<file path="config.mk">
export PLATFORM = sky130hd
export DESIGN_NAME = pwf_scan_ctrl_flat
export DESIGN_NICKNAME = d
export VERILOG_FILES = /design/src/rtl/pwf_scan_ctrl_if.sv /design/src/rtl/pwf_scan_ctrl.sv /design/src/flat_wrapper.sv
export SDC_FILE = /design/constraint.sdc
export NUM_CORES = 1
export LEC_CHECK = 0
export ABC_AREA = 1
export CORE_ASPECT_RATIO = 1.4
export CORE_MARGIN = 2
export CORE_UTILIZATION = 30
export DETAILED_ROUTE_END_ITERATION = 6
export GPL_TIMING_DRIVEN = 0
export PLACE_DENSITY = 0.48
export SYNTH_ARGS = -nofsm -noshare
export SYNTH_HDL_FRONTEND = slang
export SYNTH_SLANG_ARGS = --single-unit
export TNS_END_PERCENT = 50
</file>
<file path="constraint.sdc">
create_clock -name clk4m -period 4.5 [get_ports clk4m]
set_clock_uncertainty 0.05 [all_clocks]
set_input_delay 1.125 -clock clk4m [delete_from_list [all_inputs] [get_ports clk4m]]
set_output_delay 1.125 -clock clk4m [all_outputs]
set_load 0.01 [all_outputs]
</file>
<file path="src/rtl/pwf_scan_ctrl_if.sv">
// Event handshake bundle between pwf_scan_ctrl (master) and its consumer (slave).
// Carries the head-of-FIFO filtered-edge event: channel number and edge direction.
`timescale 1ns/1ps
interface pwf_scan_ctrl_if #(
  parameter int CH_N = 4
);
  localparam int CH_W = (CH_N > 1) ? $clog2(CH_N) : 1;

  logic            evt_valid;
  logic            evt_ready;
  logic [CH_W-1:0] evt_ch;
  logic            evt_edge;

  modport master (output evt_valid, output evt_ch, output evt_edge, input  evt_ready);
  modport slave  (input  evt_valid, input  evt_ch, input  evt_edge, output evt_ready);
endinterface

</file>
<file path="src/rtl/pwf_scan_ctrl.sv">
// Multi-channel pulse-width filter scheduler.
// A single filter datapath is shared round-robin over CH_N synchronized inputs;
// each channel asserts c_o[k] after HI_CNT consecutive high samples at its own
// scan slots and clears on the first low sample. Filtered edges are queued in a
// small event FIFO presented through pwf_scan_ctrl_if.
// Build option: define PWF_FALL_EVT_EN to also queue falling-edge events;
// without it only rising events exist and evt_edge is tied to 1.
`timescale 1ns/1ps
module pwf_scan_ctrl #(
  parameter int CH_N      = 4,
  parameter int HI_CNT    = 13,
  parameter int EVT_DEPTH = 4,
  localparam int CH_W     = (CH_N > 1) ? $clog2(CH_N) : 1,
  localparam int CNT_W    = $clog2(HI_CNT + 1)
) (
  input  logic            clk4m,
  input  logic            rst_n,
  input  logic            en_i,
  input  logic [CH_N-1:0] a_i,
  output logic [CH_N-1:0] c_o,
  output logic [CH_W-1:0] scan_ch_o,
  pwf_scan_ctrl_if.master evt_if,
  output logic            ovf_o,
  input  logic            ovf_clr_i
);

  localparam int AW = $clog2(EVT_DEPTH);
`ifdef PWF_FALL_EVT_EN
  localparam int EW = CH_W + 1;   // {channel, edge}
`else
  localparam int EW = CH_W;       // channel only; every entry is a rising edge
`endif

  // Input synchronizers
  logic [CH_N-1:0] sync1_q;
  logic [CH_N-1:0] a_s_q;

  // Filter state
  logic [CH_N-1:0]  c_q, c_d;
  logic [CNT_W-1:0] cnt_q [CH_N];
  logic [CNT_W-1:0] cnt_d [CH_N];
  logic [CH_W-1:0]  scan_q, scan_d;

  // Event generation for the serviced channel
  logic          push;
  logic [EW-1:0] push_ent;
`ifdef PWF_FALL_EVT_EN
  logic          push_edge;
`endif

  // Event FIFO
  logic [EW-1:0] mem_q [EVT_DEPTH];
  logic [AW-1:0] wr_q, rd_q;
  logic [AW:0]   count_q;
  logic          fifo_full;
  logic          pop;
  logic          push_ok;
  logic          drop;
  logic          ovf_q;

  // Two-stage synchronizer on every raw input; runs regardless of en_i.
  always_ff @(posedge clk4m or negedge rst_n) begin
    if (!rst_n) begin
      sync1_q <= '0;
      a_s_q   <= '0;
    end else begin
      sync1_q <= a_i;
      a_s_q   <= sync1_q;
    end
  end

  // Shared filter datapath: update only the channel addressed by scan_q.
  always_comb begin
    c_d    = c_q;
    cnt_d  = cnt_q;
    scan_d = scan_q;
    push   = 1'b0;
`ifdef PWF_FALL_EVT_EN
    push_edge = 1'b1;
`endif
    if (!en_i) begin
      // Disabling flushes the filter silently; no events for these clears.
      c_d    = '0;
      scan_d = '0;
      for (int i = 0; i < CH_N; i++) cnt_d[i] = '0;
    end else begin
      scan_d = (scan_q == CH_W'(CH_N - 1)) ? '0 : scan_q + 1'b1;
      if (a_s_q[scan_q]) begin
        if (!c_q[scan_q]) begin
          if (cnt_q[scan_q] == CNT_W'(HI_CNT - 1)) begin
            c_d[scan_q]   = 1'b1;
            cnt_d[scan_q] = '0;
            push          = 1'b1;
          end else begin
            cnt_d[scan_q] = cnt_q[scan_q] + 1'b1;
          end
        end
      end else begin
        cnt_d[scan_q] = '0;
        if (c_q[scan_q]) begin
          c_d[scan_q] = 1'b0;
`ifdef PWF_FALL_EVT_EN
          push      = 1'b1;
          push_edge = 1'b0;
`endif
        end
      end
    end
  end

`ifdef PWF_FALL_EVT_EN
  assign push_ent = {scan_q, push_edge};
`else
  assign push_ent = scan_q;
`endif

  // Filter state registers.
  always_ff @(posedge clk4m or negedge rst_n) begin
    if (!rst_n) begin
      c_q    <= '0;
      scan_q <= '0;
      for (int i = 0; i < CH_N; i++) cnt_q[i] <= '0;
    end else begin
      c_q    <= c_d;
      scan_q <= scan_d;
      for (int i = 0; i < CH_N; i++) cnt_q[i] <= cnt_d[i];
    end
  end

  // A push into a full FIFO survives only when the head leaves in the same cycle.
  assign fifo_full = (count_q == (AW+1)'(EVT_DEPTH));
  assign pop       = (count_q != '0) && evt_if.evt_ready;
  assign push_ok   = push && (!fifo_full || pop);
  assign drop      = push && fifo_full && !pop;

  // Event FIFO storage and pointers.
  always_ff @(posedge clk4m or negedge rst_n) begin
    if (!rst_n) begin
      wr_q    <= '0;
      rd_q    <= '0;
      count_q <= '0;
      for (int i = 0; i < EVT_DEPTH; i++) mem_q[i] <= '0;
    end else begin
      if (push_ok) begin
        mem_q[wr_q] <= push_ent;
        wr_q        <= wr_q + 1'b1;
      end
      if (pop) rd_q <= rd_q + 1'b1;
      if (push_ok && !pop)      count_q <= count_q + 1'b1;
      else if (pop && !push_ok) count_q <= count_q - 1'b1;
    end
  end

  // Sticky overflow flag; a drop outranks a simultaneous clear.
  always_ff @(posedge clk4m or negedge rst_n) begin
    if (!rst_n)         ovf_q <= 1'b0;
    else if (drop)      ovf_q <= 1'b1;
    else if (ovf_clr_i) ovf_q <= 1'b0;
  end

  assign c_o              = c_q;
  assign scan_ch_o        = scan_q;
  assign ovf_o            = ovf_q;
  assign evt_if.evt_valid = (count_q != '0);
`ifdef PWF_FALL_EVT_EN
  assign evt_if.evt_ch    = mem_q[rd_q][EW-1:1];
  assign evt_if.evt_edge  = mem_q[rd_q][0];
`else
  assign evt_if.evt_ch    = mem_q[rd_q];
  assign evt_if.evt_edge  = 1'b1;
`endif

endmodule

</file>
<file path="src/flat_wrapper.sv">
// flat-port wrapper written by rule: the top's interface ports become plain ports
module pwf_scan_ctrl_flat 
#(
  parameter int CH_N      = 4,
  parameter int HI_CNT    = 13,
  parameter int EVT_DEPTH = 4,
  localparam int CH_W     = (CH_N > 1) ? $clog2(CH_N) : 1,
  localparam int CNT_W    = $clog2(HI_CNT + 1)
)
  (clk4m, rst_n, en_i, a_i, c_o, scan_ch_o, ovf_o, ovf_clr_i, evt_if_evt_valid, evt_if_evt_ch, evt_if_evt_edge, evt_if_evt_ready);
  pwf_scan_ctrl_if #(.CH_N(CH_N)) evt_if_i ();
  input  logic clk4m;
  input  logic rst_n;
  input  logic en_i;
  input  logic [CH_N-1:0] a_i;
  output logic [CH_N-1:0] c_o;
  output logic [CH_W-1:0] scan_ch_o;
  output logic ovf_o;
  input  logic ovf_clr_i;
  output wire logic [$bits(evt_if_i.evt_valid)-1:0] evt_if_evt_valid;
  output wire logic [$bits(evt_if_i.evt_ch)-1:0] evt_if_evt_ch;
  output wire logic [$bits(evt_if_i.evt_edge)-1:0] evt_if_evt_edge;
  input wire logic [$bits(evt_if_i.evt_ready)-1:0] evt_if_evt_ready;
  assign evt_if_evt_valid = evt_if_i.evt_valid;
  assign evt_if_evt_ch = evt_if_i.evt_ch;
  assign evt_if_evt_edge = evt_if_i.evt_edge;
  assign evt_if_i.evt_ready = evt_if_evt_ready;
  pwf_scan_ctrl #(.CH_N(CH_N), .HI_CNT(HI_CNT), .EVT_DEPTH(EVT_DEPTH)) u_core (.clk4m(clk4m), .rst_n(rst_n), .en_i(en_i), .a_i(a_i), .c_o(c_o), .scan_ch_o(scan_ch_o), .evt_if(evt_if_i), .ovf_o(ovf_o), .ovf_clr_i(ovf_clr_i));
endmodule
</file>
* Word level (Yosys, flattened, before mapping)
Cells that the tools add are included.
Storage, ports and cells: bits in registers 46, memories 0, input port bits 9, memory bits (writable) 0, ROM bits 0, output and inout bits 11, latch bits 0, logic and storage cells 97
Operators by class: $lt $le $gt $ge 7, reduce and logical (&&, ||, !) cells 17, bitwise gates (word level) 8, div/mod/pow operators 0, add/subtract/negate cells 6, eq/ne operators 6, $mul 0, shifts and indexed selects 0, muxes and demuxes 37
Operators by type and width (number):
- 2-to-1 mux 16 bit | 4
- 2-to-1 mux 4 bit | 8
- AND 16 bit | 1
- bitwise mux 16 bit | 1
- inverter 16 bit | 1
- 2-to-1 mux 2 bit | 5
- >= comparator 3 bit, second input constant | 3
- logical AND 1 bit | 9
- 2-to-1 mux 1 bit | 9
- inverter 2 -> 3 bit | 3
- binary-select mux 4 bit (select 2 bit) | 1
- bitwise mux 8 bit | 1
- demux 4 bit (select 2 bit) | 1
- adder 2 x 1 -> 2 bit, second input constant | 3
- less-than comparator 3 x 1 -> 1 bit, second input constant | 2
- 2-to-1 mux 3 bit | 2
- inequality test 3 x 1 -> 1 bit, second input constant | 2
- adder 4 x 1 -> 4 bit, second input constant | 1
- AND 4 bit | 1
- binary-select mux 1 bit (select 2 bit) | 2
- binary-select mux 2 bit (select 2 bit) | 1
- demux 2 bit (select 2 bit) | 1
- equality test 4 bit, second input constant | 1
- inverter 4 bit | 1
- 14 further kinds | 17

* Logic depth before layout (Yosys ltp)
depth in word-level cells 14, gate-level depth with buffers 19, depth with buffers taken out 16

* Worst setup path before layout
No wires, ideal clock.
path kind register to register, from register u_core.scan_q[0] (netlist: u_core.scan_ch_o[0]), to register u_core.count_q[2], stages on the path, launching flop included 19, period minus slack after synthesis 2.961 ns, library setup time 0.131 ns, buffers on the path 3, required time 4.319 ns, arrival 2.780 ns, setup slack 1.539 ns, path through dfrtp_1 > buf_6 > buf_2 > nand2_1 > nand3_1 > nand2_1 > inv_1 > ha_1 > nand3_2 > buf_6 > nor2_1 > nand2_1 > nor2_4 > ha_1 > inv_1 > fa_1 > a21oi_1 > o21ai_0 > xor2_1
On the way: cells in the longest elaborated chain, start to end 13, elaborated cells on any way between the ends 19, classes of those cells eq/ne (1); mux (12); bitwise (1); reduce/logical (5)
RTL lines:
- start, declared | line pwf_scan_ctrl.sv:42 | logic [CH_W-1:0] scan_q, scan_d;
- start signal, assigned | line pwf_scan_ctrl.sv:125 | scan_q <= scan_d;
- inverter 2 -> 3 bit (implied by the code) | line pwf_scan_ctrl.sv:90 | if (cnt_q[scan_q] == CNT_W'(HI_CNT - 1)) begin
- binary-select mux 4 bit (select 2 bit) | line pwf_scan_ctrl.sv:90
- 2-to-1 mux 4 bit (implied by the code) (2 in a row) | line pwf_scan_ctrl.sv:90
- equality test 4 bit | line pwf_scan_ctrl.sv:90
- 2-to-1 mux 1 bit | line pwf_scan_ctrl.sv:90
- 2-to-1 mux 1 bit | line pwf_scan_ctrl.sv:89 | if (!c_q[scan_q]) begin
- 2-to-1 mux 1 bit * | line pwf_scan_ctrl.sv:88 | if (a_s_q[scan_q]) begin
- 2-to-1 mux 1 bit * | line pwf_scan_ctrl.sv:81 | if (!en_i) begin
- logical AND 1 bit * | line pwf_scan_ctrl.sv:133 | assign push_ok = push && (!fifo_full || pop);
- net u_core.push_ok | line pwf_scan_ctrl.sv:57 | logic push_ok;
- logical NOT 1 bit | line pwf_scan_ctrl.sv:150 | else if (pop && !push_ok) count_q <= count_q - 1'b1;
- logical AND 1 bit | line pwf_scan_ctrl.sv:150
- nonzero test 2 bit (no source line)
- end signal, assigned | line pwf_scan_ctrl.sv:149 | if (push_ok && !pop) count_q <= count_q + 1'b1;
- end signal, assigned | line pwf_scan_ctrl.sv:150
- end, declared | line pwf_scan_ctrl.sv:54 | logic [AW:0] count_q;
The timed path passes the listed nets; every way through them passes the cells marked *. The select of a mux whose other input is x is not followed. A chain may end at the register's enable or synchronous reset.

* Worst setup path in the final report
Ends and elaborated chain as after synthesis.

==> results.md <==
* Status: completed
* Clk slew on worst S/H paths at 60 ps
* Via Count at 2290
* Req. time, crit path at 4620 ps
* Pleak at 1.610 nW
* Area of the core at 0.008926 mm2
* Utilization after layout at 35.91%
* Worst Path Class, Setup: flop to flop
* FP Rows at 41
* Total CTS buffers at 5
* Detail Route Antenna Nets at 0
* Max-slew violation count at 0
* Setup-failing EPs final at 0
* R2R cell count at 18
* # Max-Cap Violations at 0
* First-pass GRT wire length at 10.81 mm
* RSZ-0062 raised after global routing: false
* Hold crit path type: flop to flop
* DR DRC count at 0
* Area of the die at 0.009912 mm2
* GRT Overall Usage at 13.89%
* Slew @ Worst Pin at 525.0 ps
* Port Buf Inserts at 18
* Setup TNS at 0 ps
* Mapped Cells at 354
* Reg2reg end: u_core.count_q[2]
* DRT Wirelength at 6.450 mm
* CTS Hold Bufs at 0
* Synth top area cells: dfrtp_1 42%, nand2_1 19%, nand3_1 6.2%
* Ports at 20
* Setup WS post-layout at 1140 ps
* CTS tree: yes
* Synth cell types at 31
* Antenna Cells at 0
* Gr ovfl total at 0
* Starting DRC count in detailed routing at 98
* CTS root buf: clkbuf_16
* Cts repair resizes at 0
* Area occupied by multi-input gates at 0.001381 mm2
* Fin. Hold Viols at 0
* Die W at 84.72 um
* Flops & latches, synth at 46
* Worst relative slew slack at 65.00%
* Commonest non-fill, non-tap cell in the layout: nand2_1
* Antenna violations before repair at 0
* Final hold slack at 298.4 ps
* Tcrit/Tclk final at 74.66%
* Reg2reg start: u_core.scan_ch_o[0]
* Final Critical Period at 3360 ps
* CTS Sinks at 46
* Final nets at 401
* DIE HEIGHT at 117 um
* Syn_nets at 375
* WHS Path Cells at 0
* Worst Hold Launch: u_core.sync1_q[2]
* Vias in the first global route at 2252
* Post-synthesis sequential area ratio at 42.07%
* DR pass1 iterations at 4
* Largest net degree at the start of global routing at 27
* Vias/cell at 4.702
* Most frequent cells in the layout: 138 x nand2_1, 46 x dfrtp_1, 34 x nand3_1, 27 x inv_1, 20 x nand4_1
* Reg2reg setup slack at 1140 ps
* Clock insertion delay at the later pin of the skew report at 290 ps
* Yosys top cell by area: dfrtp_1
* Pre-CTS WS at 1014 ps
* CP Max Fanout at 10
* Area Overhead vs Synth at 17.15%
* Gpl congestion at 0.8868
* Post-synth top area share at 42.07%
* Yosys warnings at 0
* CP Capture Type: flop
* Clk buf depth at 2
* DPL Wire Length at 4.882 mm
* Max Freq at 297.6 MHz
* Max rail drop VDD at 0.1980 mV
* Startpoint types: flop
* Total power at 1.291 mW
* Filler cells at 975
* Syn Area/Cell at 7.730 um2
* Syn Std Cell Area at 0.002736 mm2
* Register Area at 0.001151 mm2
* Hold worst-path end: u_core.a_s_q[2]
* PwrDens at 402.8 mW/mm2
* Critical path data arrival time at 3480 ps
* Initial core utilization at 30.66%
* Post-CTS setup buffer count at 0
* Htree depth at 2
* Routed len/inst at 13.24 um
* Layout cells sized above 1 at 12.11%
## where the power goes
part	total (mW)	internal [mW]	switching (mW)
combinational	0.419	0.165	0.254
sequential	0.508	0.461	0.0461
clock	0.365	0.203	0.162
total	1.29	0.829	0.462
## worst max-delay path, cell delays in order, from the launching register on
cell and delay [ps]:
dfrtp_1 440, buf_6 180, buf_2 260, nand2_1 80
nand3_1 90, nand2_1 110, inv_1 180, ha_1 190
nand3_2 100, buf_6 160, nor2_1 80, nand2_1 120
nor2_4 140, ha_1 160, inv_1 70, fa_1 430
a21oi_1 140, o21ai_0 110, xor2_1 150
## cell usage after synthesis
cell	count
conb_1	1
nand2_2	7
nand2_4	1
nor3_1	1
ha_1	11
nor2_2	4
o21ai_0	5
xor2_1	2
fa_1	1
inv_2	2
nand4_1	20
nand3_4	1
buf_4	2
nand3_1	34
nor3_4	1
nand2_1	138
nand3_2	6
mux2_2	1
clkbuf_1	1
a21oi_1	2
o211ai_1	4
nor2_4	2
o22ai_1	3
o21ai_1	7
inv_4	1
nor2_1	13
inv_1	27
buf_2	5
xnor2_1	1
buf_6	4
dfrtp_1	46
## through the flow
step / std cells / cell area [um2]
2_1_floorplan: 354 / 2736
3_3_place_gp: 479 / 3050
3_5_place_dp: 480 / 3065
4_1_cts: 487 / 3206
5_1_grt: 487 / 3206
6_report: 487 / 3206
## cell families (layout without fill, tap and decap cells)
kind of cell	count (synthesis)	in the layout	synth area share [%]
other	1	1	0.1370
multiplexers	1	1	0.4115
AND/OR/NAND/NOR	228	228	38.87
XOR/XNOR	3	3	0.9604
flip-flops	46	46	42.07
AO/OA/AOI/OAI	21	21	4.344
buffers and inverters	42	68	7.453
adder cells (fa/ha/maj)	12	12	5.761
## layer usage
| metal | share of wire [%] | up-vias | GRT usage [%] | wire [um] |
|---|---|---|---|---|
| li1 | - | 1196 | - | - |
| met1 | 45 | 1049 | 16.57 | 2930 |
| met2 | 49 | 32 | 24.57 | 3147 |
| met3 | 3.0 | 13 | 2.454 | 196 |
| met4 | 2.7 | 0 | 6.138 | 176 |
| met5 | 0 | - | 0 | 0 |
## flip-flops by register name (all words and copies together), names as in the netlist
| register | count |
|---|---|
| u_core.a_s_q | 4 |
| u_core.c_o | 4 |
| u_core.cnt_q | 16 |
| u_core.count_q | 3 |
| u_core.mem_q | 8 |
| u_core.ovf_o | 1 |
| u_core.rd_q | 2 |
| u_core.scan_ch_o | 2 |
| u_core.sync1_q | 4 |
| u_core.wr_q | 2 |
## worst max path at each step
stage / to / slack (ps) / from
after global routing: u_core.count_q[2] / 880 / u_core.scan_ch_o[0]
after detailed placement: u_core.count_q[2] / 1010 / en_i
after CTS: u_core.count_q[2] / 1110 / u_core.scan_ch_o[0]
final: u_core.count_q[2] / 1140 / u_core.scan_ch_o[0]
after floorplan: u_core.count_q[2] / 1540 / u_core.scan_ch_o[0]
after global placement: u_core.count_q[1] / 840 / rst_n
## layout make-up
type	instances	share of cell area, %
buffer	12	2.771
clock buffer	5	3.903
clock inverter	2	0.4684
inverter	30	3.591
multi-input combinational	266	43.09
sequential	46	35.91
tap	107	4.176
timing repair buffer	19	6.089
No activity file was read; power rests on OpenSTA's default activity.
